<file path="config.mk">
export PLATFORM = sky130hd
export DESIGN_NAME = layer_compositor
export DESIGN_NICKNAME = d
export VERILOG_FILES = /design/src/rtl/compositor_pkg.sv /design/src/rtl/comp_src_select.sv /design/src/rtl/layer_compositor.sv
export SDC_FILE = /design/constraint.sdc
export NUM_CORES = 1
export LEC_CHECK = 0
export BUFFER_PORTS_ARGS = -buffer_cell sky130_fd_sc_hd__buf_2
export CAP_MARGIN = 30
export CORE_MARGIN = 2
export CORE_UTILIZATION = 34
export CTS_CLUSTER_SIZE = 30
export DETAILED_ROUTE_END_ITERATION = 10
export PLACE_DENSITY = 0.69
export SYNTH_ARGS = -nofsm -noshare
export SYNTH_HDL_FRONTEND = slang
export SYNTH_HIERARCHICAL = 1
export SYNTH_SLANG_ARGS = --single-unit
export TNS_END_PERCENT = 5
</file>
<file path="constraint.sdc">
create_clock -name Clk50 -period 5.4 [get_ports Clk50]
set_clock_uncertainty 0.1 [all_clocks]
set_input_delay 1.08 -clock Clk50 [delete_from_list [all_inputs] [get_ports Clk50]]
set_output_delay 1.08 -clock Clk50 [all_outputs]
set_load 0.02 [all_outputs]
</file>
<file path="src/rtl/compositor_pkg.sv">
// compositor_pkg: FSM state, pipeline sideband record, transparent index and pixel unpack helper
package compositor_pkg;
  localparam int TRANSPARENT = 0;
  typedef enum logic [1:0] {IDLE, RUN, DRAIN} state_t;
  typedef struct packed {
    logic [9:0] x;
    logic [9:0] y;
    logic [3:0] layer;
    logic       hit;
    logic [3:0] sub;
  } sideband_t;
  // Pixels are packed MSB-first: sub-index k=0 is the top pix_w bits of the word.
  function automatic logic [7:0] unpack(input logic [63:0] word, input int word_w, input int pix_w, input logic [3:0] k);
    return 8'(word >> (word_w - (int'(k) + 1) * pix_w)) & 8'((1 << pix_w) - 1);
  endfunction
endpackage

</file>
<file path="src/rtl/comp_src_select.sv">
// comp_src_select: priority select of the lowest-index drawing source on the requested layer
// ports: draw/layers/addrs packed per source, layer to match; hit and the winning address out
module comp_src_select #(
  parameter int NUM_SOURCES = 12,
  parameter int LAYER_W = 2,
  parameter int SRC_ADDR_W = 18
) (
  input  logic [NUM_SOURCES-1:0]            draw,
  input  logic [NUM_SOURCES*LAYER_W-1:0]    layers,
  input  logic [NUM_SOURCES*SRC_ADDR_W-1:0] addrs,
  input  logic [LAYER_W-1:0]                layer,
  output logic                              hit,
  output logic [SRC_ADDR_W-1:0]             addr
);
  // Scanning downwards lets the lowest matching index overwrite last.
  always_comb begin
    hit = 1'b0;
    addr = '0;
    for (int i = NUM_SOURCES - 1; i >= 0; i--)
      if (draw[i] && layers[i*LAYER_W +: LAYER_W] == layer) begin
        hit = 1'b1;
        addr = addrs[i*SRC_ADDR_W +: SRC_ADDR_W];
      end
  end
endmodule

</file>
<file path="src/rtl/layer_compositor.sv">
// layer_compositor: renders one display line, layer by layer back to front, into the frame buffer
// ports: Clk50/Reset (async active-low); line_req/line_y request, busy/line_done/overrun status;
//        WriteX/WriteY/write_layer drive the sources, src_* return hits; rom_addr/rom_q sprite ROM;
//        fb_* registered frame-buffer write port
module layer_compositor
  import compositor_pkg::*;
#(
  parameter int NUM_SOURCES = 12,
  parameter int NUM_LAYERS = 4,
  parameter int LAYER_W = 2,
  parameter int H_ACTIVE = 640,
  parameter int V_ACTIVE = 480,
  parameter int SRC_ADDR_W = 18,
  parameter int PIX_W = 4,
  parameter int WORD_W = 16,
  parameter int ROM_LAT = 1,
  parameter int BG_INDEX = 4,
  localparam int PPW = WORD_W / PIX_W,
  localparam int SH = $clog2(PPW),
  localparam int RA_W = SRC_ADDR_W - SH
) (
  input  logic                              Clk50,
  input  logic                              Reset,
  input  logic                              line_req,
  input  logic [9:0]                        line_y,
  output logic                              busy,
  output logic                              line_done,
  output logic                              overrun,
  output logic [9:0]                        WriteX,
  output logic [9:0]                        WriteY,
  output logic [LAYER_W-1:0]                write_layer,
  input  logic [NUM_SOURCES-1:0]            src_draw,
  input  logic [NUM_SOURCES*LAYER_W-1:0]    src_layer,
  input  logic [NUM_SOURCES*SRC_ADDR_W-1:0] src_addr,
  output logic [RA_W-1:0]                   rom_addr,
  input  logic [WORD_W-1:0]                 rom_q,
  output logic                              fb_we,
  output logic [9:0]                        fb_x,
  output logic [9:0]                        fb_y,
  output logic [PIX_W-1:0]                  fb_data,
  output logic                              fb_select
);
  state_t state, state_n;
  logic [9:0] x, y;
  logic [LAYER_W-1:0] layer;
  logic [2:0] dcnt;
  logic bad_done, accept, line_ok, issue, x_last, last_pix, drain_end, sel_hit, opaque;
  logic [SRC_ADDR_W-1:0] sel_addr;
  logic [ROM_LAT:0] vld;
  sideband_t sb [ROM_LAT+1];
  logic [PIX_W-1:0] pix;

  comp_src_select #(.NUM_SOURCES(NUM_SOURCES), .LAYER_W(LAYER_W), .SRC_ADDR_W(SRC_ADDR_W)) u_sel (
    .draw(src_draw), .layers(src_layer), .addrs(src_addr), .layer(layer), .hit(sel_hit), .addr(sel_addr)
  );

  assign WriteX = x;
  assign WriteY = y;
  assign write_layer = layer;
  assign issue = state == RUN;
  assign x_last = x == 10'(H_ACTIVE - 1);
  assign last_pix = x_last && layer == LAYER_W'(NUM_LAYERS - 1);
  // The last write leaves the pipeline ROM_LAT+2 cycles after the final issue.
  assign drain_end = state == DRAIN && dcnt == 3'(ROM_LAT + 1);
  assign accept = line_req && !busy;
  assign line_ok = line_y < 10'(V_ACTIVE);

  always_ff @(posedge Clk50 or negedge Reset)
    if (!Reset) state <= IDLE;
    else state <= state_n;

  always_comb begin
    state_n = state;
    if (accept) state_n = line_ok ? RUN : IDLE;
    else if (issue && last_pix) state_n = DRAIN;
    else if (drain_end) state_n = IDLE;
  end

  // busy drops in the line_done cycle so a back-to-back request is accepted there.
  always_comb begin
    busy = issue || (state == DRAIN && !drain_end);
    line_done = drain_end || bad_done;
  end

  always_ff @(posedge Clk50 or negedge Reset)
    if (!Reset) begin
      x <= '0;
      y <= '0;
      layer <= '0;
      dcnt <= '0;
      bad_done <= 1'b0;
      overrun <= 1'b0;
    end else begin
      bad_done <= accept && !line_ok;
      overrun <= overrun || (line_req && busy);
      dcnt <= state == DRAIN ? dcnt + 3'd1 : 3'd0;
      if (accept && line_ok) begin
        y <= line_y;
        x <= '0;
        layer <= '0;
      end else if (issue) begin
        x <= x_last ? 10'd0 : x + 10'd1;
        layer <= x_last ? layer + 1'b1 : layer;
      end
    end

  // Sideband shifts alongside the ROM so sb[ROM_LAT] lines up with rom_q.
  always_ff @(posedge Clk50 or negedge Reset)
    if (!Reset) begin
      vld <= '0;
      rom_addr <= '0;
      for (int i = 0; i <= ROM_LAT; i++) sb[i] <= '0;
    end else begin
      vld <= {vld[ROM_LAT-1:0], issue};
      sb[0] <= '{x: x, y: y, layer: 4'(layer), hit: sel_hit && issue, sub: 4'(sel_addr % PPW)};
      for (int i = 1; i <= ROM_LAT; i++) sb[i] <= sb[i-1];
      if (issue) rom_addr <= RA_W'(sel_addr >> SH);
    end

  assign pix = PIX_W'(unpack(64'(rom_q), WORD_W, PIX_W, sb[ROM_LAT].sub));
  assign opaque = sb[ROM_LAT].hit && pix != PIX_W'(TRANSPARENT);

  always_ff @(posedge Clk50 or negedge Reset)
    if (!Reset) begin
      fb_we <= 1'b0;
      fb_x <= '0;
      fb_y <= '0;
      fb_data <= '0;
      fb_select <= 1'b0;
    end else begin
      fb_we <= vld[ROM_LAT] && (opaque || sb[ROM_LAT].layer == 4'd0);
      if (vld[ROM_LAT]) begin
        fb_x <= sb[ROM_LAT].x;
        fb_y <= sb[ROM_LAT].y;
        fb_select <= sb[ROM_LAT].y[0];
        fb_data <= opaque ? pix : PIX_W'(BG_INDEX);
      end
    end
endmodule

</file>
==> results of run 1 <==
cell usage after synthesis (2+ instances only):
| cell | n |
|---|---|
| nand2_1 | 146 |
| dfrtp_1 | 122 |
| nand3_1 | 46 |
| nor2_1 | 46 |
| a21oi_1 | 34 |
| o31ai_1 | 31 |
| xnor2_1 | 26 |
| o21ai_0 | 21 |
| buf_2 | 20 |
| mux2_2 | 20 |
| nor3_1 | 18 |
| a211oi_1 | 17 |
| a22oi_1 | 17 |
| clkbuf_1 | 17 |
| and3_1 | 15 |
| a2111oi_1 | 10 |
| buf_6 | 9 |
| inv_1 | 9 |
| ha_1 | 6 |
| xor2_1 | 6 |
| a2111oi_0 | 5 |
| buf_1 | 5 |
| mux4_2 | 4 |
| o211ai_1 | 4 |
| nand2b_1 | 3 |
| nand3b_1 | 3 |
| nand4_1 | 3 |
| a311oi_1 | 2 |
| and2_1 | 2 |
| and4_1 | 2 |
| mux2i_1 | 2 |
| nand3_2 | 2 |
| nor3b_1 | 2 |
| nor4_1 | 2 |
| o2111ai_1 | 2 |
| o21ai_1 | 2 |
| o21bai_1 | 2 |
| o22ai_1 | 2 |
sequential cells by signal, indices dropped and copies added (netlist names):
register	flops
vld	2
WriteY	10
dcnt	3
fb_x	10
fb_y	10
write_layer	2
bad_done	1
state	2
sb	50
overrun	1
fb_we	1
fb_data	4
rom_addr	16
WriteX	10
cells in the final DEF (no fill, tap or decap), drive strengths merged, types with 18 or more instances in the layout:
cell type / n
buf: 356
nor3: 18
mux2: 20
xnor2: 26
o21ai: 23
a21oi: 34
o31ai: 31
nor2: 47
nand3: 48
clkbuf: 18
a211oi: 18
dfrtp: 122
nand2: 146
worst max-delay path by stage:
stage / start / to / slack [ns] / cells after the start
after global routing: write_layer[0] / rom_addr[0] / 1.51 / 8
after CTS: write_layer[1] / rom_addr[0] / 1.84 / 8
after detailed placement: src_layer[9] / rom_addr[0] / 1.62 / 9
after floorplan: src_layer[8] / rom_addr[10] / 2.65 / 10
final: write_layer[1] / rom_addr[0] / 1.80 / 8
after global placement: src_layer[9] / sb[29] / 1.48 / 7
per-stage QoR:
stage                     setup slack, ns  total power (µW)
after detailed placement             1.62              2910
after floorplan                      2.65              2320
final                                1.80              4030
after CTS                            1.84              4050
after global placement               1.48              2860
after global routing                 1.51              4250
logic make-up after synthesis:
group                      Yosys count  synth area share (%)
DFF                                122                  46.4
buffers and inverters               62                  5.00
and+or+nand+nor                    297                  20.2
muxes                               26                  5.10
xor gates and xnor gates            32                  4.26
AOI/OAI and AO/OA                  166                  17.9
adders and majority gates            6                  1.14
routing by layer:
layer | GRT usage (%) | wire, µm | vias up
li1 | - | - | 3197
met1 | 31.5 | 10500 | 3352
met2 | 44.5 | 13700 | 350
met3 | 5.67 | 1940 | 38
met4 | 7.61 | 617 | 2
met5 | 0 | 11 | -
critical path: cells and delay by family, from the launching register on:
| kind | cells | cell delay (ns) |
|---|---|---|
| flip-flops | 1 | 0.85 |
| AO/OA/AOI/OAI | 2 | 0.94 |
| AND/OR/NAND/NOR | 5 | 1.37 |
| XOR/XNOR | 1 | 0.21 |
area by class of cell:
type,instances,area [µm²]
clock buffer,18,429
tap,260,325
antenna,3,7.51
inverter,10,37.5
multi-input combinational,527,3200
fill,1840,9800
sequential,122,3050
timing repair buffer,356,1820
clock inverter,14,159
where the power goes:
group          internal [µW]  leakage, µW  switching [µW]
sequential              1170      0.00158             164
combinational            594      0.00278             978
clock                    690     0.000288             430
total                   2460      0.00465            1570
==> results by group, run 1 <==
Timing
  – Final Critical Period: 3.60 ns
  – Setup TNS: 0 ns
  – Fin crit share: 66.6%
  – Hold Worst Slack: 0.244 ns
  – Endpoints failing setup: 0
  – Final hold violations: 0
  – RSZ-0062 raised after global routing: false
  – Slew HR: 29.3%
  – Fmax: 0.278 GHz
  – Max Slew Vio Count: 0
  – Worst-Margin Slew: 1.06 ns

Setup path
  – R2R setup slack: 1.80 ns
  – Crit-path slowest cell: dfrtp_1
  – Reg2reg end: rom_addr[0]
  – CP Capture Type: flop
  – Worst path most repeated cell: nand2_1
  – RR Startpoint: write_layer[1]
  – Worst Reg-to-Reg Cells: 8
  – CP peak stage delay: 0.85 ns
  – Largest fanout on the critical path: 18
  – Critical Path Start Type: flop
  – Arr. time, crit path: roughly 3.8 ns
  – Worst Path Required: roughly 5.6 ns
  – Setup Crit Path Kind: flop to flop
  – Crit path cell chain: xnor2_1, nand3_2, and2_0, nand2_1, a2111oi_0, o31ai_1, nand2_1, nand2_1

Clocking
  – Hold buffers post-CTS: 0
  – H-tree depth: 4
  – Clock tree root buffer cell: clkbuf_16
  – Post-CTS Setup Repair Bufs: 0
  – Clock-pin slew on the worst setup and hold paths: 0.06 ns
  – Clock Sinks: 122
  – Post-CTS sizing: 0
  – Bufs on Longest Clock Path: 2
  – CTS tree: done
  – Worst-Skew Late Latency: 0.40 ns
  – CTS buffer count: 17

Placement
  – PortBufs: 347
  – GPL Wtd Cong: roughly 0.97
  – Placed instance area: 8440 µm²
  – Number of instances in the placed design: 1275
  – Hpwl dp: 21.5 mm

Die
  – Die area: 20500 µm²
  – Std-Cell Rows: 50
  – Num ports: 348
  – Die width: 143 µm
  – Initial Utilization: 35.0%
  – Die height: 143 µm
  – Core Footprint: 18800 µm²

Finish
  – Utilization after layout: 48.0%
  – Area grow syn2layout: 37.3%
  – Design area: 9030 µm²
  – Share of layout cells above drive strength 1: 39.9%
  – Layout Cells excl Fill: 1310
  – NumNets Final: 1321

Synthesis
  – Area leader, netlist: dfrtp_1
  – Synthesized area: 6580 µm²
  – Post-Syn Instances: 711
  – Avg Cell Area, Syn: 9.26 µm²
  – Async set or reset register ratio after synthesis: 100%
  – Seq/Total Area, Yosys: between 40% and 50%
  – Synth warn: 6
  – Number of synthesized flops with an enable pin: 0
  – Top cell type's share of synthesized area: 46.4%
  – Synth area leaders: dfrtp_1, nand2_1, o31ai_1
  – Post-synth top flop: dfrtp_1
  – Netlist cell types: 64
  – Post-synthesis sequential element count: 122
  – Synthesized net count: roughly 1000

Route
  – Total vias in the final route: 6939
  – Drt wl/cell: 20.5 µm
  – Routed wire length: 26.8 mm
  – First DRT Iteration DRCs: around 350
  – Drt first pass iters: 5
  – Post-route ant nets: 0
  – Via-to-Cell Ratio: between 5 and 6
  – DR DRC count: 0

Global routing
  – First-pass GRT wire length: 39.4 mm
  – Largest net degree at the start of global routing: 47
  – Vias in the first global route: 6808
  – GRT overflow: 0
  – Total track usage: 25.5%
  – Initial antenna violation count: 4

Worst hold path
  – Hold Crit Start: sb[54]
  – Worst hold path depth: 0
  – Hold Path Class: flop to flop
  – Hold path endpoint: sb[25]

Run
  – Max-Cap Viols: 0

Status
  – Status: completed

Power and ir drop
  – Leakage: 0.00465 µW
  – VDD IR max: 0.216 mV
  – Pwr Density: 446 nW/µm²
Note: power is estimated with default switching activity, not from simulation.
==> inputs of run 2 (changes only) <==
PLACE_DENSITY = 0.72   (was 0.69)
clock period = 3.15 ns   (was 5.4 ns; I/O delays follow)
==> run 2 against run 1 <==
Count of clock-buffer cells in the layout stayed put. Design area is 2.6% higher. First-iteration DRC count is 19% higher. Worst hold slack worse by 0.088 ns. Non-clock buffer count is 25 higher. Combinational power is 78% higher. Sequential power is 71% higher. Maximum frequency is 26% higher. Utilization is 1.2 points higher. Cell count is 2.0% higher.
==> results by group, run 2 (synthesis results as in run 1) <==
Timing
  – Fin crit share: 90.8%
  – Fmax: around 0.35 GHz
  – Endpoints failing setup: 0
  – Setup TNS: 0 ns
  – Hold Worst Slack: 0.155 ns
  – Final Critical Period: 2.86 ns
  – RSZ-0062 raised after global routing: false
  – Slew HR: 46.6%
  – Worst-Margin Slew: 0.801 ns
  – Final hold violations: 0
  – Max Slew Vio Count: 0

Die
  – Die height: ~140 µm
  – Initial Utilization: 35.0%
  – Die area: 20500 µm²
  – Core Footprint: 18800 µm²
  – Die width: 143 µm
  – Num ports: 348
  – Std-Cell Rows: 50

Power and ir drop
  – Pwr Density: 767 nW/µm²
  – Leakage: between 0.004 and 0.005 µW
  – VDD IR max: roughly 0.32 mV

Route
  – DR DRC count: 0
  – Via-to-Cell Ratio: 5.28
  – Drt wl/cell: ~20 µm
  – First DRT Iteration DRCs: 414
  – Post-route ant nets: 0
  – Routed wire length: between 20 and 30 mm
  – Drt first pass iters: 5
  – Total vias in the final route: 7050

Placement
  – PortBufs: 347
  – GPL Wtd Cong: between 1 and 1.5
  – Hpwl dp: 21.5 mm

Clocking
  – Clock Sinks: 122
  – Clock tree root buffer cell: clkbuf_16
  – CTS buffer count: 17
  – Worst-Skew Late Latency: 0.41 ns
  – Bufs on Longest Clock Path: 2
  – Clock-pin slew on the worst setup and hold paths: 0.06 ns
  – H-tree depth: 4
  – Post-CTS Setup Repair Bufs: 0
  – CTS tree: done

Setup path
  – Arr. time, crit path: 3.07 ns
  – CP Capture Type: flop
  – R2R setup slack: 0.29 ns
  – Critical Path Start Type: flop
  – Worst Path Required: around 3.4 ns
  – Setup Crit Path Kind: flop to flop
  – RR Startpoint: write_layer[0]
  – Reg2reg end: rom_addr[1]
  – Worst Reg-to-Reg Cells: 9
  – Largest fanout on the critical path: 12

Finish
  – Share of layout cells above drive strength 1: 41.6%
  – Area grow syn2layout: 40.8%
  – Fill count: 1769
  – Max reg flops: 50
  – Most frequent cells in the layout: buf_2, nand2_1, dfrtp_1
  – Reg with most FFs: sb
  – NumNets Final: 1346
  – Biggest regs: sb: 50 flops, rom_addr: 16 flops
  – Commonest non-fill, non-tap cell in the layout: buf_2

Global routing
  – Initial antenna violation count: 4
  – Largest net degree at the start of global routing: 55
  – First-pass GRT wire length: 39.5 mm
  – Vias in the first global route: 7006
  – Total track usage: 25.9%
  – GRT overflow: 0

Worst hold path
  – Hold Path Class: primary input to async pin

Run
  – Max-Cap Viols: 0

Status
  – Status: completed
==> run 2: changes by cell type in the layout (fill, tap and decap cells not counted), sizes merged <==
cell / before / now
buf: 356 / 381
bufinv: 2 / 3
clkinv: 5 / 4
diode: 3 / 4
==> run 2: per-stage QoR <==
step                cells  util [%]  power [µW]  setup WS [ns]  instance area, µm²
finish               1336      49.2        7110          0.289                9270
global route         1335      49.2        7490         0.0993                9260
CTS                  1332      49.1        7120          0.173                9250
detailed placement   1300      45.9        5080          0.166                8640
global placement     1298      45.8        5030          0.139                8620
floorplan             711         -        3980          0.844                6580
==> run 2: worst max-delay path, stage by stage, from the launching register on <==
cell       delay (ns)
dfrtp_1          0.51
xnor2_1          0.20
and3_1           0.40
buf_4            0.27
a21oi_1          0.29
nand2_1          0.10
a2111oi_1        0.60
o31ai_1          0.15
nand2_1          0.09
nand2_1          0.05
==> run 2: final cells by class <==
type,count,area [µm²],share of cell area (%)
multi-input combinational,527,3200,34.6
sequential,122,3050,32.9
timing repair buffer,381,2020,21.8
clock buffer,18,429,4.63
tap,260,325,3.51
clock inverter,14,186,2.01
inverter,10,37.5,0.405
antenna,4,10.0,0.108
==> run 2: how the worst max path moves through the flow <==
stage / from / to / slack, ns / depth (start not counted)
after floorplan: write_layer[0] / rom_addr[14] / 0.84 / 10
after global placement: src_layer[21] / rom_addr[1] / 0.14 / 10
after detailed placement: src_layer[21] / rom_addr[1] / 0.17 / 10
after CTS: write_layer[0] / rom_addr[1] / 0.17 / 10
after global routing: write_layer[0] / rom_addr[1] / 0.1 / 9
final: write_layer[0] / rom_addr[1] / 0.29 / 9
==> run 2: layer usage <==
layer	part of all wire, %	track usage, %	up-vias
met4	3.1	11.6	2
met1	40	32.2	3368
met5	0.048	0	-
met3	7.2	5.23	59
met2	50	43.3	372
li1	-	-	3249
==> run 2: repair_timing <==
action	in CTS	in global routing
setup endpoints to repair	0	2
resized for setup	0	2
hold buffers	0	0
==> run 2: where the power goes <==
| part | total, µW | internal (µW) | switching (µW) |
|---|---|---|---|
| sequential | 2290 | 2010 | 281 |
| clock | 2010 | 1270 | 749 |
| combinational | 2800 | 1100 | 1700 |
==> inputs of run 3 (changes only) <==
CORE_ASPECT_RATIO = 0.8   (was default)
==> run 3 against run 2 <==
Combinational power down 3%. Count of clock-buffer cells in the layout is 1 lower. Critical endpoint is now rom_addr[9]. Wire length fell by 1.8%. Highest routed layer is now met4. Power fell by 3.0%.
==> results by group, run 3 (synthesis results as in run 1) <==
Setup path
  – Setup Crit Path Kind: flop to flop
  – Critical Path Start Type: flop
  – CP Capture Type: flop
  – Worst path most repeated cell: nand2_1
  – CP peak stage delay: between 0.6 and 0.7 ns
  – Arr. time, crit path: 3.00 ns
  – Worst Path Required: between 3 and 4 ns
  – Largest fanout on the critical path: 11
  – Crit-path slowest cell: dfrtp_1
  – Crit path cell chain: xnor2_1, and3_1, buf_4, a21oi_1, nand2_1, a2111oi_1, o31ai_1, nand2_1, nand2_1

Finish
  – Share of layout cells above drive strength 1: 41.7%
  – Utilization after layout: 48.6%
  – NumNets Final: 1349
  – Biggest regs: sb: 50 flops, rom_addr: 16 flops
  – Most frequent cells in the layout: buf_2, nand2_1, dfrtp_1
  – Max reg flops: 50
  – Design area: slightly above 9000 µm²
  – Area grow syn2layout: 40.2%
  – Commonest non-fill, non-tap cell in the layout: buf_2
  – Reg with most FFs: sb

Route
  – Post-route ant nets: 0
  – Routed wire length: 26.5 mm
  – DR DRC count: 0
  – Drt first pass iters: 5
  – Drt wl/cell: around 20 µm
  – Via-to-Cell Ratio: 5.22
  – Total vias in the final route: about 7000
  – First DRT Iteration DRCs: ~560

Die
  – Num ports: 348
  – Die area: between 20000 and 25000 µm²
  – Initial Utilization: between 30% and 40%
  – Core Footprint: between 15000 and 20000 µm²
  – Die width: between 150 and 200 µm
  – Std-Cell Rows: 45
  – Die height: 128 µm

Power and ir drop
  – Pwr Density: between 700 and 800 nW/µm²
  – Power, Total: just under 7000 µW
  – Sw Ratio: about two fifths
  – Sequential share of power: roughly 33%
  – Leakage: around 0.0048 µW
  – VDD IR max: 0.379 mV
  – Clock power share: 27.0%
  – Logic pwr share: around two fifths
  – P_sw: 2750 µW
  – P_int: 4150 µW

Clocking
  – Clock-pin slew on the worst setup and hold paths: 0.07 ns
  – Bufs on Longest Clock Path: 2
  – Post-CTS sizing: 0
  – Post-CTS Setup Repair Bufs: 0
  – Worst-Skew Late Latency: ~0.4 ns
  – Clock Sinks: 122
  – H-tree depth: 4
  – CTS buffer count: 17
  – Clock tree root buffer cell: clkbuf_16
  – CTS tree: done
  – Hold buffers post-CTS: 0

Timing
  – Slew HR: 48.5%
  – Setup TNS: 0 ns
  – Final WS setup: approximately 0.35 ns
  – Max Slew Vio Count: 0
  – Final hold violations: 0
  – Endpoints failing setup: 0
  – Final Critical Period: 2.80 ns
  – Fmax: between 0.3 and 0.4 GHz
  – Worst-Margin Slew: 0.772 ns
  – Fin crit share: 88.7%
  – RSZ-0062 raised after global routing: false

Placement
  – Placed instance area: 8650 µm²
  – Place WS: just under 0.4 ns
  – PortBufs: 347
  – Hpwl dp: 21.2 mm
  – GPL Wtd Cong: 0.972

Worst hold path
  – Hold Path Class: primary input to async pin

Global routing
  – GRT overflow: 0
  – First-pass GRT wire length: approximately 40 mm
  – Initial antenna violation count: 6
  – Vias in the first global route: roughly 7100
  – Total track usage: 25.6%
  – Largest net degree at the start of global routing: just over 70

Status
  – Status: completed

Run
  – Max-Cap Viols: 0
run 3: per-stage QoR:
stage	instances	hold slack (ns)
finish	1338	0.117
CTS	1333	0.135
global placement	1301	0.232
global route	1337	0.155
detailed placement	1301	0.235
floorplan	711	0.231
run 3: layout make-up:
class	instances	area, µm²
Inverter	10	37.5
Fill cell	1873	9750
Clock buffer	17	425
Sequential cell	122	3050
Clock inverter	15	145
Tap cell	258	323
Multi-Input combinational cell	527	3200
Antenna cell	5	12.5
Timing Repair Buffer	384	2030
run 3: worst paths after layout:
| path | cells past startpoint | start | end | slack (ns) |
|---|---|---|---|---|
| max in group asynchronous | 2 | Reset | WriteX[7] | 2.08 |
| worst min register to register | 0 | sb[49] | sb[20] | 0.25 |
| min in group Clk50 | 0 | sb[49] | sb[20] | 0.25 |
| worst max register to register | 9 | write_layer[0] | rom_addr[9] | 0.35 |
| worst max-delay path | 9 | write_layer[0] | rom_addr[9] | 0.35 |
| worst min-delay path | 1 | Reset | sb[30] | 0.12 |
run 3: power groups by stage:
stage          combinational (µW)  clock (µW)  sequential [µW]
6_report                     2730        1860             2310
5_1_grt                      2960        1990             2380
4_1_cts                      2720        1910             2320
3_5_place_dp                 2710           0             2340
3_3_place_gp                 2680           0             2310
2_1_floorplan                1420           0             2560
run 3: critical path, delay by kind of cell (launching register included):
kind	cells	cell delay (ns)
buf+inv	1	0.22
simple gates	4	0.56
flops	1	0.64
compound gates	3	1.04
xor+xnor	1	0.12
run 3: routing by layer:
layer	up-vias	track usage [%]	part of all wire, %
met1	3363	34.6	43
li1	3264	-	-
met2	333	41.6	48
met3	28	5.19	7.7
met5	-	0	0
met4	0	8.07	1.6
